$ cat config.mk
export PLATFORM = sky130hd
export DESIGN_NAME = sar_search_ctrl
export DESIGN_NICKNAME = d
export VERILOG_FILES = /design/src/rtl/sar_pkg.sv /design/src/rtl/sar_search_ctrl.sv
export SDC_FILE = /design/constraint.sdc
export NUM_CORES = 1
export LEC_CHECK = 0
export CAP_MARGIN = 10
export CORE_UTILIZATION = 25
export DETAILED_ROUTE_END_ITERATION = 16
export DONT_BUFFER_PORTS = 1
export PLACE_DENSITY_LB_ADDON = 0.25
export SYNTH_ARGS = -nofsm -noshare
export SYNTH_HDL_FRONTEND = slang
export SYNTH_SLANG_ARGS = --single-unit
$ cat constraint.sdc
create_clock -name clk -period 1.88 [get_ports clk]
set_input_delay 0.188 -clock clk [delete_from_list [all_inputs] [get_ports clk]]
set_output_delay 0.188 -clock clk [all_outputs]
set_load 0.05 [all_outputs]
$ cat src/rtl/sar_pkg.sv
// Shared types and width helpers for the successive-approximation search controller.
package sar_pkg;

  typedef enum logic [1:0] {IDLE, SEARCH, DONE} sar_state_t;

  // Step counter must hold 0..n comparisons.
  function automatic int steps_width(input int n);
    return $clog2(n + 1);
  endfunction

  // Bit index k spans 0..n-1; keep at least one bit.
  function automatic int index_width(input int n);
    return (n > 2) ? $clog2(n) : 1;
  endfunction

endpackage

$ cat src/rtl/sar_search_ctrl.sv
// Binary search of an unknown word that is visible only through a
// comparator (g: unknown > trial, l: unknown < trial). Uses one comparison per clock.
//
// state  | meaning
// IDLE   | waiting for start; trial/result/steps hold
// SEARCH | one comparison per clock, trial refined MSB first
// DONE   | one-cycle done pulse, then IDLE
module sar_search_ctrl
  import sar_pkg::*;
#(
  parameter int N = 4
) (
  input  logic                      clk,
  input  logic                      rst,
  input  logic                      start,
  input  logic                      g,
  input  logic                      l,
  output logic [N-1:0]              trial,
  output logic [N-1:0]              result,
  output logic                      busy,
  output logic                      done,
  output logic                      err,
  output logic [steps_width(N)-1:0] steps
);

  localparam int SW = steps_width(N);
  localparam int KW = index_width(N);
  localparam logic [N-1:0]  ONE        = N'(1);
  localparam logic [N-1:0]  TRIAL_INIT = ONE << (N - 1);
  localparam logic [KW-1:0] K_TOP      = KW'(N - 1);

  sar_state_t    state, state_nx;
  logic [KW-1:0] k, k_nx;
  logic [N-1:0]  trial_nx, result_nx;
  logic [SW-1:0] steps_nx;
  logic          err_nx;
  logic [N-1:0]  bit_k, bit_km1;

  always_ff @(posedge clk or posedge rst) begin
    if (rst) begin
      state  <= IDLE;
      k      <= '0;
      trial  <= '0;
      result <= '0;
      steps  <= '0;
      err    <= 1'b0;
    end else begin
      state  <= state_nx;
      k      <= k_nx;
      trial  <= trial_nx;
      result <= result_nx;
      steps  <= steps_nx;
      err    <= err_nx;
    end
  end

  always_comb begin
    state_nx  = state;
    k_nx      = k;
    trial_nx  = trial;
    result_nx = result;
    steps_nx  = steps;
    err_nx    = err;
    bit_k     = ONE << k;
    // Only consumed when k > 0, so the wrap at k == 0 is harmless.
    bit_km1   = ONE << (k - KW'(1));

    case (state)
      IDLE: begin
        if (start) begin
          state_nx = SEARCH;
          trial_nx = TRIAL_INIT;
          k_nx     = K_TOP;
          steps_nx = '0;
          err_nx   = 1'b0;
        end
      end
      SEARCH: begin
        steps_nx = steps + SW'(1);
        if (g && l) begin
          err_nx    = 1'b1;
          result_nx = '0;
          state_nx  = DONE;
        end else if (!g && !l) begin
          result_nx = trial;
          state_nx  = DONE;
        end else if (g) begin
          if (k == '0) begin
            result_nx = trial;
            state_nx  = DONE;
          end else begin
            trial_nx = trial | bit_km1;
            k_nx     = k - KW'(1);
          end
        end else begin
          if (k == '0) begin
            result_nx = trial & ~ONE;
            state_nx  = DONE;
          end else begin
            trial_nx = (trial & ~bit_k) | bit_km1;
            k_nx     = k - KW'(1);
          end
        end
      end
      DONE:    state_nx = IDLE;
      default: state_nx = IDLE;
    endcase
  end

  assign busy = (state == SEARCH);
  assign done = (state == DONE);

endmodule

==> metrics.txt <==
Post-CTS Resized 0; Worst Hold Slack approximately 0.066 ns; largest net degree at the start of global routing 17; Reg-to-Reg End result[2]$_DFFE_PP0P_; All-Layer GR Usage 10.60%; initial cell density of the core around a quarter; main flop type after synthesis dfrtp_1; via count around 680; Yosys cell types 25; most frequent CP cell inv_1; GRT overflow 0; CTS buffer count 3; syn_area_per_cell 10.40 um2; initial detailed-routing violation count 43; sequence of cells on the critical path inv_1, ha_1, inv_1, a21oi_2, mux2_2; CTS clk-pin slew, worst paths 0.09 ns; # Max-Cap Violations 0; clk_skew ~0.0056 ns; Routed WL 1851 um; Synthesis Warnings 0; nature of the critical path startpoint register; asr flop ratio synth 100.0%; port buffer count 0; vias in the first global route about 680; hold path start g; Lkg Pwr about 0.00047 uW; Chip Width between 60 and 70 um; clock latency on the worst-skew pair about 0.28 ns; CP max FO 6; DIE AREA 3863 um2; Slew @ Worst Pin between 0.6 and 0.7 ns; global-route wire length before repair around 3200 um; drt wl/cell around 13 um; Longest Clk Path Bufs 2; status complete, no violations; #FFs+latches synth 16; std cell rows 21; clock root buffer clkbuf_4; Top delay family on crit path flip-flops; r2r worst-path depth 5; Fin Setup TNS 0 ns; Worst Hold End trial[3]$_DFFE_PP0P_; Critical Path Max Stage Delay about 0.46 ns; share of cells above drive strength 1 13.83%; EDFF count, synth 0; initial antenna violation count 0; R2R Setup Slk 0.21 ns; PnR Total Power 1711 uW; Final HPWL DP about 1400 um; Setup CP Type reg2reg; cell accounting for the most synthesized area dfrtp_1; total setup buffers inserted after CTS 0; synthesized area between 900 and 1000 um2; # DRC 0; Final period util 88.68%; Mapped Cells 87; Yosys top cell area share around 44%; crit path time final approximately 1.7 ns; # hold bufs at CTS 1; IO Count 19; core area 3390 um2; # setup viols final 0; data required time of the critical path between 2 and 2.5 ns; most frequent cells after synthesis dfrtp_1 (16), ha_1 (11), inv_1 (11); syn nets around 100; Synth-to-Final Area Change 12.45%; CTS tree built; unrepaired setup endpoints after global routing false; die height 62.16 um; Max Fclk 599.8 MHz; Pwr Density 1682 nW/um2; slew margin rel. ~58%; antenna cells 0; Final Max Slew Viols 0; WP buf/inv 2; cells taking the most area after synthesis dfrtp_1 (44%), ha_1 (15%), mux2_2 (5.0%); DRT Pass-1 Iters 4; r2r startpoint k[1]$_DFFE_PP0P_; VDD IR-drop max approximately 330 uV; Worst Setup End Kind register; WHS Path Cells 2; GP Congestion roughly 0.8; most numerous cell in the Yosys netlist dfrtp_1; Critical Path Slowest Stage Cell dfrtp_1; Routed Antenna Nets 0; sequential area share after synthesis between 40% and 50%; Hold Crit Class in2reg; Fillers about 360; H-tree depth 1; WP data arrival roughly 1.8 ns; Final Net Count between 100 and 150; Fin. Hold Viols 0; drt via density just under 5; clk sinks 16
[metal layers]
metal  wire (um)  GRT usage [%]  vias to the layer above
met1         870          13.08                      333
met3          59          2.022                        4
met2         883          17.17                       15
li1            -              -                      325
met4          38          6.105                        0
met5           0              0                        -
[sequential cells by signal, summed over array words and instances (netlist names)]
register and flops:
result 4, steps 3, k 2, state 2
err 1, trial 4
[cell type report]
class | instances | area [um2] | share of cell area (%)
Timing Repair Buffer | 4 | 32.53 | 3.198
Multi-Input combinational cell | 59 | 459.2 | 45.14
Tap cell | 46 | 57.56 | 5.658
Inverter | 12 | 45.04 | 4.428
Clock buffer | 3 | 22.52 | 2.214
Sequential cell | 16 | 400.4 | 39.36
[worst max path at each step]
| stage | cells after the start | end | startpoint |
|---|---|---|---|
| after floorplan | 5 | trial[1]$_DFFE_PP0P_ | k[0]$_DFFE_PP0P_ |
| after global routing | 5 | result[1]$_DFFE_PP0P_ | k[1]$_DFFE_PP0P_ |
| after CTS | 5 | result[2]$_DFFE_PP0P_ | k[1]$_DFFE_PP0P_ |
| after detailed placement | 5 | result[2]$_DFFE_PP0P_ | k[0]$_DFFE_PP0P_ |
| after global placement | 5 | result[1]$_DFFE_PP0P_ | k[1]$_DFFE_PP0P_ |
| final | 5 | result[2]$_DFFE_PP0P_ | k[1]$_DFFE_PP0P_ |
[worst reg2reg max path: stages, from the launching register on]
cell	delay, ns
dfrtp_1	0.46
inv_1	0.18
ha_1	0.23
inv_1	0.06
a21oi_2	0.26
mux2_2	0.37
[where the power goes]
group          internal (uW)  leakage [uW]  switching, uW
Sequential               473      0.000198            510
Clock                   74.3     0.0000138            102
Combinational            232      0.000260            320
Total                    779      0.000472            932
[cells in the final DEF (no fill, tap or decap), types with 2 or more instances in the layout]
cell	n
mux2_2	4
o311a_1	2
o21ai_0	4
a21oi_1	3
buf_4	3
nand2b_1	2
nand2_1	4
a32o_1	3
ha_1	11
dfrtp_1	16
nor2b_1	3
nand4_1	5
clkbuf_4	3
inv_1	11
nand3_1	3
nor2_1	4
nor3b_1	2
[stage by stage]
stage / util [%] / area [um2] / setup WS (ns) / instances
finish: 30.01 / 1017 / 0.2128 / 140
global route: 30.01 / 1017 / 0.09694 / 140
CTS: 30.01 / 1017 / 0.2120 / 140
detailed placement: 29.05 / 984.7 / 0.2282 / 136
global placement: 29.05 / 984.7 / 0.2677 / 136
floorplan: - / 904.6 / 0.3114 / 87
[kinds of logic (layout without fill, tap and decap cells)]
logic type	Yosys count	in the layout	synth area share, %
and+or+nand+nor	27	27	16.73
AOI/OAI and AO/OA	17	17	13.83
DFF	16	16	44.26
buffers and inverters	12	19	4.979
adders and majority gates	11	11	15.21
muxes	4	4	4.979
(Power assumes the default switching activity.)
